File: config.mk
export PLATFORM = sky130hd
export DESIGN_NAME = sprite_mixer
export DESIGN_NICKNAME = d
export VERILOG_FILES = /design/src/rtl/sprite_mixer.sv
export SDC_FILE = /design/constraint.sdc
export NUM_CORES = 1
export LEC_CHECK = 0
export CAP_MARGIN = 25
export CORE_MARGIN = 2
export CORE_UTILIZATION = 65
export CTS_CLUSTER_SIZE = 30
export DETAILED_ROUTE_END_ITERATION = 12
export DONT_BUFFER_PORTS = 1
export HOLD_SLACK_MARGIN = 0.05
export PLACE_DENSITY = 0.82
export SLEW_MARGIN = 30
export SYNTH_ARGS = -nofsm -noshare
export SYNTH_HDL_FRONTEND = slang
export SYNTH_SLANG_ARGS = --single-unit
File: constraint.sdc
create_clock -name clk_25MHz -period 4.3 [get_ports clk_25MHz]
set_clock_uncertainty 0.15 [all_clocks]
set_input_delay 0.43 -clock clk_25MHz [delete_from_list [all_inputs] [get_ports clk_25MHz]]
set_output_delay 0.43 -clock clk_25MHz [all_outputs]
set_load 0.01 [all_outputs]
File: src/rtl/sprite_mixer.sv
// rtl/sprite_mixer.sv - multi-channel sprite compositor, motion registers and VGA output stage
//
// Optional feature macro: SPRITE_MIXER_MOTION_EN (per-frame velocity motion with bounce/wrap).
// Without it, positions move only by register writes and frame is ignored.
//
// Ports:
//   clk_25MHz, btn_rst_n        pixel clock, synchronous active-low reset
//   frame                       one-cycle frame-start pulse, advances motion
//   bright, hsync_in, vsync_in  timing from vga_control
//   pix_in, drawing_in          per-channel pixel index and drawing flag
//   cfg_we, cfg_addr, cfg_wdata register write port (CLUT, position, velocity, control)
//   sprx_out, spry_out          per-channel position to the sprite instances
//   vga_hsync, vga_vsync        syncs delayed to match the 2-stage colour pipeline
//   vga_r, vga_g, vga_b         registered, blanked 8-bit colour

module sprite_mixer #(
    parameter int NSPR       = 4,
    parameter int CORDW      = 16,
    parameter int SPR_DATAW  = 4,
    parameter int TRANS_INDX = 'hF,
    parameter int BG_COLR    = 'h137,
    parameter int H_RES      = 640,
    parameter int V_RES      = 480,
    parameter int SPR_DRAWW  = 128,
    parameter int SPR_DRAWH  = 80
) (
    input  logic                      clk_25MHz,
    input  logic                      btn_rst_n,
    input  logic                      frame,
    input  logic                      bright,
    input  logic                      hsync_in,
    input  logic                      vsync_in,
    input  logic [NSPR*SPR_DATAW-1:0] pix_in,
    input  logic [NSPR-1:0]           drawing_in,
    input  logic                      cfg_we,
    input  logic [5:0]                cfg_addr,
    input  logic [15:0]               cfg_wdata,
    output logic [NSPR*CORDW-1:0]     sprx_out,
    output logic [NSPR*CORDW-1:0]     spry_out,
    output logic                      vga_hsync,
    output logic                      vga_vsync,
    output logic [7:0]                vga_r,
    output logic [7:0]                vga_g,
    output logic [7:0]                vga_b
);

    localparam logic [SPR_DATAW-1:0] TRANS = SPR_DATAW'(TRANS_INDX);
    localparam logic [11:0]          BG    = 12'(BG_COLR);

    logic [11:0]             clut  [16];
    logic signed [CORDW-1:0] pos_x [NSPR];
    logic signed [CORDW-1:0] pos_y [NSPR];
    logic [NSPR-1:0]         en;

    // Position writes are 16 bits wide; sign-extend or truncate to CORDW.
    logic signed [CORDW-1:0] wr_pos;
    assign wr_pos = CORDW'($signed(cfg_wdata));

`ifdef SPRITE_MIXER_MOTION_EN
    logic signed [7:0] vel_x [NSPR];
    logic signed [7:0] vel_y [NSPR];
    logic [NSPR-1:0]   bounce;

    localparam logic signed [CORDW:0] X_HI   = (CORDW+1)'(H_RES - SPR_DRAWW);
    localparam logic signed [CORDW:0] X_RES  = (CORDW+1)'(H_RES);
    localparam logic signed [CORDW:0] X_LO   = (CORDW+1)'(-SPR_DRAWW);
    localparam logic signed [CORDW:0] X_LAST = (CORDW+1)'(H_RES - 1);
    localparam logic signed [CORDW:0] Y_HI   = (CORDW+1)'(V_RES - SPR_DRAWH);
    localparam logic signed [CORDW:0] Y_RES  = (CORDW+1)'(V_RES);
    localparam logic signed [CORDW:0] Y_LO   = (CORDW+1)'(-SPR_DRAWH);
    localparam logic signed [CORDW:0] Y_LAST = (CORDW+1)'(V_RES - 1);

    // One axis of motion; returns {new velocity, new position}. The sum is
    // formed one bit wider than CORDW so edge positions cannot overflow.
    function automatic logic [CORDW+7:0] axis_step(
        input logic signed [CORDW-1:0] p,
        input logic signed [7:0]       v,
        input logic                    b,
        input logic signed [CORDW:0]   hi,
        input logic signed [CORDW:0]   res,
        input logic signed [CORDW:0]   lo,
        input logic signed [CORDW:0]   last
    );
        logic signed [CORDW:0]   n;
        logic signed [CORDW-1:0] np;
        logic signed [7:0]       nv;
        n  = (CORDW+1)'(p) + (CORDW+1)'(v);
        np = n[CORDW-1:0];
        nv = v;
        if (b) begin
            if (n > hi) begin
                np = hi[CORDW-1:0];
                nv = -v;
            end else if (n[CORDW]) begin
                np = '0;
                nv = -v;
            end
        end else begin
            if (n >= res)
                np = lo[CORDW-1:0];
            else if (n < lo)
                np = last[CORDW-1:0];
        end
        return {nv, np};
    endfunction
`else
    logic unused_motion;
    assign unused_motion = ^{frame, 32'(H_RES), 32'(V_RES), 32'(SPR_DRAWW), 32'(SPR_DRAWH)};
`endif

    // Register file and motion. Writes are issued after motion so that a
    // write coincident with frame overrides the moved value of that register.
    always_ff @(posedge clk_25MHz) begin
        if (!btn_rst_n) begin
            for (int n = 0; n < 16; n++)
                clut[n] <= {4'(n), 4'(n), 4'(n)};
            for (int c = 0; c < NSPR; c++) begin
                pos_x[c] <= '0;
                pos_y[c] <= '0;
`ifdef SPRITE_MIXER_MOTION_EN
                vel_x[c] <= '0;
                vel_y[c] <= '0;
`endif
            end
            en <= '0;
`ifdef SPRITE_MIXER_MOTION_EN
            bounce <= '0;
`endif
        end else begin
`ifdef SPRITE_MIXER_MOTION_EN
            if (frame) begin
                for (int c = 0; c < NSPR; c++) begin
                    if (en[c]) begin
                        {vel_x[c], pos_x[c]} <= axis_step(pos_x[c], vel_x[c], bounce[c],
                                                          X_HI, X_RES, X_LO, X_LAST);
                        {vel_y[c], pos_y[c]} <= axis_step(pos_y[c], vel_y[c], bounce[c],
                                                          Y_HI, Y_RES, Y_LO, Y_LAST);
                    end
                end
            end
`endif
            if (cfg_we) begin
                if (cfg_addr[5:4] == 2'b00) begin
                    clut[cfg_addr[3:0]] <= cfg_wdata[11:0];
                end else if (cfg_addr[5]) begin
                    for (int c = 0; c < NSPR; c++) begin
                        if (cfg_addr[4:2] == 3'(c)) begin
                            case (cfg_addr[1:0])
                                2'd0: pos_x[c] <= wr_pos;
                                2'd1: pos_y[c] <= wr_pos;
                                2'd2: begin
`ifdef SPRITE_MIXER_MOTION_EN
                                    vel_x[c] <= cfg_wdata[7:0];
                                    vel_y[c] <= cfg_wdata[15:8];
`endif
                                end
                                default: begin
                                    en[c] <= cfg_wdata[0];
`ifdef SPRITE_MIXER_MOTION_EN
                                    bounce[c] <= cfg_wdata[1];
`endif
                                end
                            endcase
                        end
                    end
                end
            end
        end
    end

    // Priority mix: scanning from the highest channel down lets the lowest
    // qualifying channel overwrite the result last.
    logic [3:0] mix_idx;
    logic       mix_hit;

    always_comb begin
        mix_idx = '0;
        mix_hit = 1'b0;
        for (int c = NSPR - 1; c >= 0; c--) begin
            if (en[c] && drawing_in[c] && pix_in[c*SPR_DATAW +: SPR_DATAW] != TRANS) begin
                mix_idx = 4'(pix_in[c*SPR_DATAW +: SPR_DATAW]);
                mix_hit = 1'b1;
            end
        end
    end

    logic [3:0]  idx_s1;
    logic        hit_s1;
    logic        bright_s1;
    logic        hsync_s1;
    logic        vsync_s1;
    logic [11:0] colr_s2;

    assign colr_s2 = hit_s1 ? clut[idx_s1] : BG;

    always_ff @(posedge clk_25MHz) begin
        if (!btn_rst_n) begin
            idx_s1    <= '0;
            hit_s1    <= 1'b0;
            bright_s1 <= 1'b0;
            hsync_s1  <= 1'b1;
            vsync_s1  <= 1'b1;
            vga_r     <= '0;
            vga_g     <= '0;
            vga_b     <= '0;
            vga_hsync <= 1'b1;
            vga_vsync <= 1'b1;
        end else begin
            idx_s1    <= mix_idx;
            hit_s1    <= mix_hit;
            bright_s1 <= bright;
            hsync_s1  <= hsync_in;
            vsync_s1  <= vsync_in;
            vga_r     <= bright_s1 ? {colr_s2[11:8], 4'h0} : 8'h00;
            vga_g     <= bright_s1 ? {colr_s2[7:4],  4'h0} : 8'h00;
            vga_b     <= bright_s1 ? {colr_s2[3:0],  4'h0} : 8'h00;
            vga_hsync <= hsync_s1;
            vga_vsync <= vsync_s1;
        end
    end

    for (genvar g = 0; g < NSPR; g++) begin : g_pos_out
        assign sprx_out[g*CORDW +: CORDW] = pos_x[g];
        assign spry_out[g*CORDW +: CORDW] = pos_y[g];
    end

endmodule

Yosys cells after proc, flatten, opt, wreduce, memory -nomap -nowiden. Memory sizes are Yosys's and may differ from the RTL's. A register that Yosys moved wholly into a read port is not among the register bits. Index checks and enable logic that the tools add are counted. W data, S select, Z words.

Bitwise gates (word level): 10. Reductions and logical operators: 19. Muxes and demuxes: 76. Eq/ne operators: 9.

Operators with widths (count): $mux W16 (8); $mux W1 (60); $mux W12 (2); $mux W4 (6); $reduce_and A5 Y1 (4); $ne A4 B4 Y1 const B (4); $reduce_or A12 Y1 (1); $logic_and A1 B1 Y1 (8); $or A1 B1 Y1 (8); $eq A3 B2 Y1 const B (2); $logic_not A2 Y1 (2); $eq A3 B1 Y1 const B (1); $logic_not A3 Y1 (1); $reduce_and A3 Y1 (1); $reduce_or A3 Y1 (1); $eq A2 B1 Y1 const B (1); $eq A2 B2 Y1 const B (1); $not A1 Y1 (2); $reduce_and A2 Y1 (1).

Word-level logic and storage cells: 136. Output and inout port bits: 154. RAM bits: 320. Input port bits: 49. Memories: 3. Flip-flop bits (word level): 34.

Memory list: clut (words 16, bits a word 12, read ports 1, clocked after Yosys merged registers in 1, write ports 16, RTL line 50) `logic [11:0] clut [16];`; pos_x (words 4, bits a word 16, read ports 4, clocked after Yosys merged registers in 0, write ports 4, RTL line 51) `logic signed [CORDW-1:0] pos_x [NSPR];`; pos_y (words 4, bits a word 16, read ports 4, clocked after Yosys merged registers in 0, write ports 4, RTL line 52) `logic signed [CORDW-1:0] pos_y [NSPR];`.

Longest topological paths before layout.
Depth after elaboration: 9. Mapped depth: 6. Depth with buffers taken out: 4.

Worst setup path before layout. No wires, ideal clock.

Path type: input to register. Start point: input port cfg_addr[3]. End point: memory pos_x[1][0] (enable). Stages: 4. Buffers on the path: 2. Data required time: 3.739 ns. Arrival time: 2.307 ns. Setup slack: 1.432 ns. Library setup time: 0.411 ns. Path through: buf_2 or3b_1 clkbuf_1 o21ai_0.

RTL lines: start: declaration (RTL line 36) `input logic [5:0] cfg_addr,`; end: declaration (RTL line 51).

==> results.toml <==
[status]
outcome = "completed"

[route]
num_vias = 8931
routed_via_density = 6.66
routedWlPerCell_um = 26.8
drt_iter0_markers = 1197
first_pass_iters = 6
ant_nets = 0
routed_wl_um = 35900
route.detailed.drc = 0

[timing]
layout_min_cycle_time_ns = 2.58
slew_violations = 0
finalCritPeriodShare_pct = 60.1
worst_pin_slew_ns = 1.01
hold_viol = 0
max_freq_mhz = 387
rsz0062_at_grt = "no"
setup_tns_ns = 0
slew_headroom_pct = 32.5
setup_slack_ns = 1.72
setup_viol = 0

[logic_synthesis]
avgSynthCellArea_um2 = 14.4
synthArstFlopShare_pct = 0
ys_ff_latch = 346
ys.flop_type = "edfxtp_1"
synthesis.area_um2 = 14700
yosysSeqAreaShare_pct = 68.9
ys_warn_count = 0
postSynthCellCount = 1022
synth.distinct_cells = 46
synth_edf_count = 320

[clock_network]
cts_tree = "built"
post_cts_buffers = 0
clockBufferDepth = 3
clock_latency_ns = 0.53
cts_inserted_buffers = 35
clockRootBuffer = "clkbuf_16"
cts-htree-levels = 2
clock_sinks = 346
clk_pin_slew_ns = 0.06

[cells_and_area]
layout_commonest_cell = "edfxtp_1"
area_delta_synth_final_pct = 10.1
final-seq-area_um2 = 10100
nets = 1077
fin_area_um2 = 16200
multi_input_area_um2 = 4110
drive_above_1_share_pct = 13.2
final_cell_mix = "edfxtp_1 (320), and2_1 (144), nand2_1 (58)"
n_fill_cell = 1325

[pwr]
pwr-share-comb_pct = 4.0
intPower_mw = 5.58
power_mw = 7.14
pwr-share-seq_pct = 55.3
pwr-share-clk_pct = 40.8
p_sw_mw = 1.56
ir_drop_uv = 337
switching_share_pct = 21.8
p_per_area_nw_per_um2 = 441
leakage_nw = 5.25

[die]
die_h_um = 154
die_w_um = 154
rows = 55
initial_utilization_pct = 65.5
dieArea_um2 = 23800
core_um2 = 22400
ios = 203

[place]
place_ws_ns = 1.48
gp_congestion = 0.862
portBuffers = 0
hpwl_um = 22000
post_dp_cell_area_um2 = 14800

[global_routing]
grt_usage_pct = 30.3
grt_max_degree = 32
grt_pass1_vias = 8848
antenna_found_initial = 1
grt_overflow = 0
grt_pass1_wl_um = 53400

[worst_setup_path]
critical_path_class = "flop to flop"
start_kind = "flop"
worstPathRequired_ns = 4.52
cp.arrival_ns = 2.80
cp_max_fo = 19
end_kind = "flop"

[flow_run]
maxCapViolCount = 0

[hold_path]
hold_path_class = "input pin to flop"
-- worst paths after layout --
kind,startpoint,endpoint,slack [ns],cells past startpoint
min reg2reg,vsync_s1$_SDFF_PN1_,vga_vsync$_SDFF_PN1_,0.26,1
max,flop,vga_b[7]$_SDFF_PN0_,1.72,4
min,btn_rst_n,clut[8][2]$_SDFFCE_PN0P_,0.06,1
max reg2reg,flop,vga_b[7]$_SDFF_PN0_,1.72,4
-- critical path, cell delays in order, from the launching register on --
cell and delay, ns:
dfxtp_2 0.80, buf_4 0.42, mux4_2 0.54, mux2i_1 0.33
o32ai_1 0.18
-- registers in the layout, summed over array words and instances (netlist names), named ones only --
register / cells
pos_y: 64
vga_g: 4
vga_b: 4
clut: 192
hit_s1: 1
bright_s1: 1
vga_vsync: 1
pos_x: 64
vga_r: 4
en: 4
hsync_s1: 1
vsync_s1: 1
vga_hsync: 1
-- kinds of logic after synthesis --
family          synth area share, %
compound gates                 3.51
mux                            7.65
buf+inv                        3.42
flops                          68.9
simple gates                   16.5
other cells                  0.0255
-- stage by stage --
step	hold WS (ns)	util, %	cells
4_1_cts	0.0575	72.2	1337
5_1_grt	0.0780	72.2	1338
3_3_place_gp	0.241	66.0	1243
3_5_place_dp	0.256	66.0	1243
6_report	0.0555	72.2	1340
2_1_floorplan	0.236	-	1033
-- cells in the mapped netlist (7+ instances only) --
master    count  area [um^2]
or3_1        51          319
mux4_2       37          833
o21ai_0      22          110
buf_4        16          120
a31oi_1      12         75.1
nor4_1       15         93.8
mux2i_1      22          220
nor3_1       55          275
edfxtp_1    320         9610
clkbuf_2      7         35.0
and2_1      144          901
nor2_1       39          146
nand2_1      58          218
nand3_1      17         85.1
dfxtp_1      26          521
clkbuf_1     51          191
buf_2        17         85.1
nor2b_1       7         43.8
nand2b_1     24          150
-- cell type report --
class,instances,share of cell area (%)
diodes,2,0.0309
clock buffers,44,5.75
clock inverters,18,0.950
inverters,6,0.139
multi-input cells,582,25.4
flip-flops and latches,346,62.6
well taps,285,2.20
repair buffers,57,2.94
-- timing repair --
| item | in CTS | in global routing |
|---|---|---|
| hold buffers | 32 | 0 |
| gates resized for setup | 0 | 0 |
| hold endpoints to repair | 245 | 0 |
-- power groups by stage --
stage	clock [mW]	combinational [mW]	sequential, mW
5_1_grt	3.03	0.297	3.96
3_5_place_dp	0	0.213	4.01
2_1_floorplan	0	0.177	3.98
6_report	2.91	0.283	3.95
4_1_cts	2.90	0.277	3.95
3_3_place_gp	0	0.207	4.01
-- per-layer routing --
layer	routed length, um	up-vias	track usage [%]
met3	4260	92	8.97
met1	13100	4430	40.3
li1	-	3802	-
met4	1330	0	10.5
met2	17200	607	48.6
met5	0	-	0
(Power assumes the default switching activity.)
